[src/rtl/gear_shifter.sv]
// Gear selector: validates up/down/reverse requests against speed and inserts a clutch interval.
// Optional automatic shifting is enabled by defining GEAR_AUTO_SHIFT_EN (adds the auto_mode input).
module gear_shifter #(
    parameter int SPEED_BITS  = 7,
    parameter int SHIFT_DELAY = 4
) (
    input  logic                  clk,
    input  logic                  rst,
    input  logic                  key2,
    input  logic                  shift_up,
    input  logic                  shift_down,
    input  logic                  rev_req,
`ifdef GEAR_AUTO_SHIFT_EN
    input  logic                  auto_mode,
`endif
    input  logic [SPEED_BITS-1:0] speed,
    output logic [2:0]            gear,
    output logic                  shift_busy,
    output logic                  shift_reject
);

    typedef enum logic {IDLE, SHIFT} state_t;
    typedef logic [SPEED_BITS-1:0] spd_t;

    state_t     state;
    logic [3:0] cnt;
    logic [2:0] target;
    logic       up_hist, dn_hist, rv_hist;

    logic       up_edge, dn_edge, rv_edge;
    logic       man_en;
    logic       req_valid, req_legal, req_silent;
    logic [2:0] req_target;

    function automatic spd_t win_lo(input logic [2:0] g);
        case (g)
            3'd2:    return spd_t'(15);
            3'd3:    return spd_t'(35);
            3'd4:    return spd_t'(55);
            3'd5:    return spd_t'(75);
            default: return '0;
        endcase
    endfunction

    function automatic spd_t win_hi(input logic [2:0] g);
        case (g)
            3'd1:    return spd_t'(25);
            3'd2:    return spd_t'(45);
            3'd3:    return spd_t'(65);
            3'd4:    return spd_t'(85);
            3'd5:    return spd_t'(99);
            default: return '0;
        endcase
    endfunction

    function automatic logic in_win(input logic [2:0] g, input spd_t s);
        return (s >= win_lo(g)) && (s <= win_hi(g));
    endfunction

    assign up_edge = shift_up   & ~up_hist;
    assign dn_edge = shift_down & ~dn_hist;
    assign rv_edge = rev_req    & ~rv_hist;

`ifdef GEAR_AUTO_SHIFT_EN
    assign man_en = ~auto_mode;
`else
    assign man_en = 1'b1;
`endif

    // Request arbitration: reverse first, then manual up/down, then automatic requests.
    always_comb begin
        req_valid  = 1'b0;
        req_legal  = 1'b0;
        req_silent = 1'b0;
        req_target = gear;
        if (rv_edge) begin
            req_valid = 1'b1;
            if (gear == 3'd0) begin
                req_target = 3'd6;
                req_legal  = (speed == '0);
            end else if (gear == 3'd6) begin
                req_target = 3'd0;
                req_legal  = (speed == '0);
            end
        end else if (man_en && up_edge && dn_edge) begin
            req_valid = 1'b1;
        end else if (man_en && up_edge) begin
            req_valid = 1'b1;
            if (gear <= 3'd4) begin
                req_target = gear + 3'd1;
                req_legal  = in_win(gear + 3'd1, speed);
            end
        end else if (man_en && dn_edge) begin
            req_valid = 1'b1;
            if (gear == 3'd1) begin
                req_target = 3'd0;
                req_legal  = 1'b1;
            end else if (gear >= 3'd2 && gear <= 3'd5) begin
                req_target = gear - 3'd1;
                req_legal  = in_win(gear - 3'd1, speed);
            end
        end
`ifdef GEAR_AUTO_SHIFT_EN
        else if (auto_mode && gear >= 3'd1 && gear <= 3'd5) begin
            if (gear < 3'd5 && speed >= win_hi(gear)) begin
                req_valid  = 1'b1;
                req_silent = 1'b1;
                req_target = gear + 3'd1;
                req_legal  = in_win(gear + 3'd1, speed);
            end else if (gear > 3'd1 && speed <= win_lo(gear)) begin
                req_valid  = 1'b1;
                req_silent = 1'b1;
                req_target = gear - 3'd1;
                req_legal  = in_win(gear - 3'd1, speed);
            end
        end
`endif
    end

    always_ff @(posedge clk) begin
        if (!rst) begin
            state        <= IDLE;
            gear         <= '0;
            shift_busy   <= 1'b0;
            shift_reject <= 1'b0;
            cnt          <= '0;
            target       <= '0;
            up_hist      <= 1'b1;
            dn_hist      <= 1'b1;
            rv_hist      <= 1'b1;
        end else begin
            up_hist      <= shift_up;
            dn_hist      <= shift_down;
            rv_hist      <= rev_req;
            shift_reject <= 1'b0;
            if (!key2) begin
                state      <= IDLE;
                gear       <= '0;
                shift_busy <= 1'b0;
                cnt        <= '0;
            end else begin
                case (state)
                    IDLE: begin
                        if (req_valid && req_legal) begin
                            state      <= SHIFT;
                            gear       <= '0;
                            shift_busy <= 1'b1;
                            target     <= req_target;
                            cnt        <= 4'(SHIFT_DELAY - 1);
                        end else if (req_valid && !req_silent) begin
                            shift_reject <= 1'b1;
                        end
                    end
                    SHIFT: begin
                        if (cnt == '0) begin
                            state      <= IDLE;
                            gear       <= target;
                            shift_busy <= 1'b0;
                        end else begin
                            cnt <= cnt - 4'd1;
                        end
                    end
                    default: state <= IDLE;
                endcase
            end
        end
    end

endmodule

[config.mk]
export PLATFORM = sky130hd
export DESIGN_NAME = gear_shifter
export DESIGN_NICKNAME = d
export VERILOG_FILES = /design/src/rtl/gear_shifter.sv
export SDC_FILE = /design/constraint.sdc
export NUM_CORES = 1
export LEC_CHECK = 0
export BUFFER_PORTS_ARGS = -buffer_cell sky130_fd_sc_hd__buf_4
export CAP_MARGIN = 0
export CORE_MARGIN = 2
export CORE_UTILIZATION = 60
export DETAILED_ROUTE_END_ITERATION = 10
export PLACE_DENSITY = 0.87
export SLEW_MARGIN = 20
export SYNTH_ARGS = -nofsm -noshare
export SYNTH_HDL_FRONTEND = slang
export SYNTH_SLANG_ARGS = --single-unit
[constraint.sdc]
create_clock -name clk -period 3.82 [get_ports clk]
set_input_delay 0.191 -clock clk [delete_from_list [all_inputs] [get_ports clk]]
set_output_delay 0.191 -clock clk [all_outputs]
set_load 0.05 [all_outputs]
After elaboration in Yosys (flattened, before gate mapping)
Cells that the tools add are included.
{"block": "word_totals", "word_cells": 115, "memories": 0, "regBits": 16, "inputBits": 13, "rom_bits": 0, "ramBits": 0, "latch_bits": 0}
{"block": "op_classes", "order_cmp": 7, "add_sub_neg": 3, "shifts": 0, "muxes": 59, "n_mul": 0, "reduce_logical": 13, "div_mod_pow": 0, "n_bitwise": 9, "eq_ne": 15}
{"cell": "2-to-1 mux 7 bit", "count": 20}
{"cell": "case mux 7 bit (5 select lines)", "count": 2}
{"cell": "case mux 7 bit (4 select lines)", "count": 2}
{"cell": "2-to-1 mux 3 bit", "count": 11}
{"cell": "2-to-1 mux 1 bit", "count": 18}
{"cell": "equality test 3 bit, second input constant", "count": 5}
{"cell": ">= comparator 7 bit", "count": 2}
{"cell": "less-or-equal comparator 7 bit", "count": 2}
{"cell": "equality test 3 x 2 -> 1 bit, second input constant", "count": 4}
{"cell": "equality test 3 x 1 -> 1 bit, second input constant", "count": 3}
{"cell": "2-to-1 mux 4 bit", "count": 2}
{"cell": "case mux 4 bit (2 select lines)", "count": 1}
{"cell": "zero test 7 bit", "count": 1}
{"cell": "less-or-equal comparator 3 bit, second input constant", "count": 2}
{"cell": "NOT 1 bit", "count": 6}
{"cell": "case mux 3 bit (2 select lines)", "count": 1}
{"cell": "AND reduction 2 bit", "count": 3}
{"cell": "logical AND 1 bit", "count": 5}
{"cell": "zero test 4 bit", "count": 1}
{"cell": "!= test 2 bit, second input constant", "count": 2}
{"cell": "case mux 1 bit (2 select lines)", "count": 2}
{"cell": "OR reduction 4 bit", "count": 1}
{"cell": "subtractor 4 x 1 -> 4 bit, second input constant", "count": 1}
{"cell": "adder 3 x 1 -> 3 bit, second input constant", "count": 1}
{"cell": "other kinds (6)", "count": 8}

Depth between registers and ports, before layout
{"block": "depth", "depth_word": 20, "depth_mapped": 18}

Worst setup path after synthesis
No wires, ideal clock.
{"block": "synth_path", "path_kind": "register to register", "from": "register gear[0]", "to": "register cnt[2]", "slack_ps": -16, "setup_ps": 88, "stages_incl_launch_ff": 17, "path_buffers": 2, "required_ps": 3732, "t_arrival_ps": 3748, "synth_period_minus_slack_ps": 3836, "cell_sequence": "dfxtp_1 > buf_4 > inv_1 > ha_1 > ha_1 > clkbuf_1 > nor2b_1 > a21oi_1 > nand2_1 > ha_1 > nand2b_1 > a31oi_1 > o21ai_0 > a31oi_4 > a31oi_4 > or2_1 > a311oi_2"}
{"block": "synth_between", "elab_chain_cells": 20, "word_cells_on_any_way": 61, "cone_classes": "add/sub: 2; order compare: 7; eq/ne: 13; mux: 33; reduce/logical: 6"}
{"item": "start, declared", "line": "17", "text": "output logic [2:0] gear,"}
{"item": "start signal, assigned", "line": "157", "text": "gear <= target;"}
{"item": "subtractor 3 x 1 -> 3 bit", "line": "100", "text": "req_legal = in_win(gear - 3'd1, speed);"}
{"item": "equality test 3 bit, or another cell as far along", "line": "36, 46"}
{"item": "case mux 7 bit (5 select lines) or case mux 7 bit (4 select lines) (tied branches)", "line": "46, 36"}
{"item": "2-to-1 mux 7 bit", "line": "98", "text": "end else if (gear >= 3'd2 && gear <= 3'd5) begin"}
{"item": "2-to-1 mux 7 bit", "line": "95", "text": "if (gear == 3'd1) begin"}
{"item": "2-to-1 mux 7 bit", "line": "93", "text": "end else if (man_en && dn_edge) begin"}
{"item": "2-to-1 mux 7 bit", "line": "87", "text": "end else if (man_en && up_edge) begin"}
{"item": "2-to-1 mux 7 bit", "line": "85", "text": "end else if (man_en && up_edge && dn_edge) begin"}
{"item": "[4 not listed]"}
{"item": "2-to-1 mux 1 bit", "line": "95"}
{"item": "2-to-1 mux 1 bit", "line": "93"}
{"item": "2-to-1 mux 1 bit", "line": "87"}
{"item": "2-to-1 mux 1 bit", "line": "85"}
{"item": "2-to-1 mux 1 bit *", "line": "76", "text": "if (rv_edge) begin"}
{"item": "logical AND 1 bit *", "line": "144", "text": "if (req_valid && req_legal) begin"}
{"item": "!= test 2 bit (no source line) *"}
{"item": "AND reduction 2 bit (no source line) *"}
{"item": "end signal, assigned", "line": "149", "text": "cnt <= 4'(SHIFT_DELAY - 1);"}
{"item": "end signal, assigned", "line": "160", "text": "cnt <= cnt - 4'd1;"}
{"item": "end, declared", "line": "26", "text": "logic [3:0] cnt;"}
Mark *: on every way between the ends. The rest lies on a longest branch, timed or not. The select of a mux whose other input is x is not followed.
A chain may end at the register's enable or synchronous reset.

Worst setup path in the final report
Ends and elaborated chain as after synthesis.

==> flow_summary.rst <==
.. list-table::
   :header-rows: 1

   * - Metric
     - Value
   * - Outcome
     - finished, final reports clean
   * - Number of core rows
     - 20
   * - Final routed wire length divided by cell count
     - 15.33 um
   * - Critical Path Start Type
     - register
   * - DR pass1 iterations
     - 4
   * - Max-slew headroom
     - 0.5504
   * - Reg2reg setup slack
     - 160 ps
   * - FMAX
     - 0.2733 GHz
   * - Global Route Usage Sum
     - 0.2676
   * - Power per unit of standard cell area
     - 177.1 nW/um2
   * - Measured slew at the worst slew-check pin
     - 672.9 ps
   * - Seq/Total Area, Yosys
     - 0.1617
   * - TritonCTS clock tree
     - yes
   * - IR drop worst, VDD
     - 0.0001793 V
   * - Net load switching power
     - 0.1190 mW
   * - Layout overhead on the synthesized area
     - 10.49%
   * - Overall routed net length
     - 4.738 mm
   * - Final routed DRC violation total
     - 0
   * - Clock power share
     - 0.307
   * - Number of antenna violations at the first check in global routing
     - 0
   * - Reg-to-reg critical path startpoint
     - gear[0]
   * - Pin count of the biggest net entering global routing
     - 15
   * - Detail Route Antenna Nets
     - 0
   * - Cells after synthesis
     - 248
   * - # clock sinks
     - 16
   * - Avg Inst Size Synth
     - 7.986 um2
   * - Total power of the final layout
     - 0.3876 mW
   * - Internal cell power
     - 0.2686 mW
   * - Worst-path cell with the longest stage delay
     - sky130_fd_sc_hd__dfxtp_4
   * - Number of warning messages in the yosys log
     - 0
   * - Sort of element at the end of the critical path
     - register
   * - Number of pins exceeding their max-slew limit in the final report
     - 0
   * - Ys flop type
     - sky130_fd_sc_hd__dfxtp_1
   * - Vias
     - 1,947
   * - Largest stage delay on the critical path
     - 440 ps
   * - Sequential Power Share
     - 0.444
   * - Max_cap viols
     - 0
   * - Footprint of the multi-input gates
     - 1555 um2
   * - Clock tree buffer depth
     - 2
   * - Share of the synthesized area in the top cell type
     - 0.2401
   * - Worst hold path cell count
     - 2
   * - Post-synthesis mux area share
     - 0.02527
   * - Combined flip-flop and latch cell area
     - 324.1 um2
   * - Synthesized-area fraction occupied by ao, oa, aoi and oai cells
     - 0.2754
   * - Area inside the core boundary
     - 3103 um2
   * - Mapped Area
     - 1981 um2
   * - Number of inserted diodes
     - 0
   * - Levels on crit path
     - 14
   * - Highest net fanout along the worst path
     - 14
   * - Initial core utilization
     - 0.6383
   * - Adder and majority gate portion of the synthesized area
     - 0.2401
   * - Final setup TNS
     - 0 ps
   * - WP buf/inv
     - 1
   * - CP Data Required Time
     - 4050 ps
   * - Count of distinct cell types in the synthesized netlist
     - 54
   * - Sw frac
     - 0.3070
   * - Crit path kind
     - register to register
   * - Final hold violation count
     - 0
   * - Total CTS buffers
     - 3
   * - Number of setup violations in the final report
     - 0
   * - Worst reg2reg path depth
     - 14
   * - Synthesized netlist net count
     - 299
   * - Total global routing overflow
     - 0
   * - Die width
     - 61.46 um
   * - DP HPWL
     - 3.657 mm
   * - Final estimated routing congestion in global placement
     - 0.9246
   * - Classification of the worst-slack hold path
     - primary input to register
   * - Chain of cells forming the critical path
     - inv_1, ha_1, ha_2, nand2b_1, a21boi_0, nand2_1, ha_1, nand2b_1, a31oi_1, o21ai_0, a31oi_4, a31oi_4, or2_1, a311oi_2
   * - Endpoint of the worst-slack reg-to-reg timing path
     - cnt[2]
   * - Share of flip-flops with an asynchronous set or reset
     - 0
   * - Vias per std cell
     - 6.301
   * - Critical path data arrival time
     - 3890 ps
   * - Fraction of final layout cells with drive strength greater than 1
     - 0.1623
   * - Wire length of the first global-routing pass
     - 7.652 mm
   * - Destination of the critical timing path
     - cnt[2]
   * - Static leakage power
     - 0.9216 nW
   * - Vias in the first global route
     - 1,708
   * - Simple-gate area share of the yosys netlist
     - 0.2306
   * - Clock Latency Late Sink
     - 310 ps
   * - Clock Root Buffer
     - sky130_fd_sc_hd__clkbuf_4
   * - I/O pins
     - 18
   * - Clock transition at the register clock pins on the worst setup and hold paths after CTS
     - 110 ps
   * - Kind of cell adding the most delay to the critical path
     - compound AO/OA/AOI/OAI gates
   * - Post-synthesis sequential element count
     - 16
   * - Number of nets in the finished design
     - 317
   * - Minimum clock period after layout
     - 3659 ps
   * - Synth top area cells
     - sky130_fd_sc_hd__ha_1 24%, sky130_fd_sc_hd__dfxtp_1 16%, sky130_fd_sc_hd__a21oi_1 6.3%
   * - Quantity of I/O buffers inserted on ports
     - 17
   * - Fraction of the core area covered by cells at the end of the flow
     - 0.7052
   * - CTS H-tree lvls
     - 1
   * - Worst Setup SP
     - gear[0]
   * - Number of flops mapped to enable cells by yosys
     - 0
   * - XOR/XNOR share of the synthesized area
     - 0.01263
   * - Worst clock skew
     - 11.07 ps
   * - Main combinational cell family by area after synthesis
     - compound AO/OA/AOI/OAI gates
   * - Total die area
     - 3777 um2
   * - Combinational group share of total power
     - 0.249
   * - Synth area leader
     - sky130_fd_sc_hd__ha_1
   * - Setup repair after global routing missed its margin
     - no
   * - Chip Height
     - 61.46 um
   * - Initial detailed-routing violation count
     - 99
   * - Fill cell count
     - 270
   * - Final worst path period share
     - 0.9579
==> cell type report <==
class	instances	area share
multi-input cells	210	0.7107
inverters	12	0.02058
flip-flops and latches	16	0.1481
repair buffers	23	0.07890
well taps	44	0.02516
clock buffers	4	0.01658
==> cell usage after synthesis, types with 2 or more instances <==
master and n:
sky130_fd_sc_hd__ha_1 38, sky130_fd_sc_hd__a31oi_4 2, sky130_fd_sc_hd__mux2i_1 5, sky130_fd_sc_hd__inv_1 11, sky130_fd_sc_hd__nor2_1 16, sky130_fd_sc_hd__buf_4 2
sky130_fd_sc_hd__nand4_1 3, sky130_fd_sc_hd__nor2b_1 7, sky130_fd_sc_hd__a21boi_0 4, sky130_fd_sc_hd__buf_6 2, sky130_fd_sc_hd__a21oi_1 25, sky130_fd_sc_hd__and2_1 3
sky130_fd_sc_hd__a211oi_1 6, sky130_fd_sc_hd__clkbuf_1 4, sky130_fd_sc_hd__nand3_1 10, sky130_fd_sc_hd__dfxtp_1 16, sky130_fd_sc_hd__nor3_1 9, sky130_fd_sc_hd__o21ai_0 11
sky130_fd_sc_hd__and3_1 2, sky130_fd_sc_hd__nand2_1 19, sky130_fd_sc_hd__buf_2 2, sky130_fd_sc_hd__nor4_1 2, sky130_fd_sc_hd__o31a_1 3, sky130_fd_sc_hd__o21ai_1 2
sky130_fd_sc_hd__o21a_1 2, sky130_fd_sc_hd__nand2b_1 12, sky130_fd_sc_hd__a21o_1 3
==> sequential cells by signal (all words and copies together) (netlist names) <==
name	count
cnt	4
dn_hist	1
gear	3
rv_hist	1
shift_busy	1
shift_reject	1
state	1
target	3
up_hist	1
==> through the flow <==
step / instance area, um2 / setup slack (ps) / hold slack, ps / std cells
2_1_floorplan: 1982 / 14.69 / 292.5 / 248
3_3_place_gp: 2132 / 282.0 / 391.2 / 303
3_5_place_dp: 2132 / 89.80 / 395.9 / 303
4_1_cts: 2168 / 64.52 / 88.80 / 307
5_1_grt: 2188 / 9.238 / 84.08 / 309
6_report: 2188 / 160.9 / 85.88 / 309
==> per-layer routing <==
layer	vias to the layer above	part of all wire	global-route usage
met4	0	0.015	0.07295
met2	73	0.47	0.4286
met1	913	0.47	0.3748
li1	951	-	-
met3	10	0.047	0.03992
met5	-	0	0
==> cells by family after synthesis <==
group / count (synthesis)
DFF: 16
AOI/OAI and AO/OA: 75
buffers and inverters: 22
adders and majority gates: 38
muxes: 5
xor gates and xnor gates: 2
and+or+nand+nor: 90
==> how the worst min path moves through the flow <==
stage / startpoint / end / slack [ps]
after CTS: shift_down / dn_hist / 90
after floorplan: shift_down / dn_hist / 290
after detailed placement: shift_up / up_hist / 400
final: shift_up / up_hist / 90
after global routing: rev_req / rv_hist / 80
after global placement: rev_req / rv_hist / 390
==> placed cells by master (no fill, tap or decap), types with 2 or more instances in the layout <==
cell	instances
sky130_fd_sc_hd__a211oi_1	6
sky130_fd_sc_hd__a21boi_0	4
sky130_fd_sc_hd__a21o_1	3
sky130_fd_sc_hd__a21oi_1	25
sky130_fd_sc_hd__a31oi_4	2
sky130_fd_sc_hd__and2_1	3
sky130_fd_sc_hd__and3_1	2
sky130_fd_sc_hd__buf_4	23
sky130_fd_sc_hd__clkbuf_4	3
sky130_fd_sc_hd__dfxtp_1	15
sky130_fd_sc_hd__ha_1	37
sky130_fd_sc_hd__inv_1	11
sky130_fd_sc_hd__mux2i_1	5
sky130_fd_sc_hd__nand2_1	19
sky130_fd_sc_hd__nand2b_1	12
sky130_fd_sc_hd__nand3_1	10
sky130_fd_sc_hd__nand4_1	3
sky130_fd_sc_hd__nor2_1	16
sky130_fd_sc_hd__nor2b_1	7
sky130_fd_sc_hd__nor3_1	9
sky130_fd_sc_hd__nor4_1	2
sky130_fd_sc_hd__o21a_1	2
sky130_fd_sc_hd__o21ai_0	11
sky130_fd_sc_hd__o21ai_1	2
sky130_fd_sc_hd__o31a_1	3
==> timing repair <==
action,CTS,global route
setup buffers,0,2
resized for setup,0,2
hold buffers,0,0
endpoints found under the setup margin,0,10
==> power by group through the flow <==
stage / sequential, mW / combinational [mW] / clock (mW)
finish: 0.172 / 0.0964 / 0.119
global route: 0.173 / 0.107 / 0.124
CTS: 0.173 / 0.0949 / 0.117
detailed placement: 0.177 / 0.0945 / 0
global placement: 0.177 / 0.0912 / 0
floorplan: 0.178 / 0.0625 / 0
Note: power is estimated with default switching activity, not from simulation.
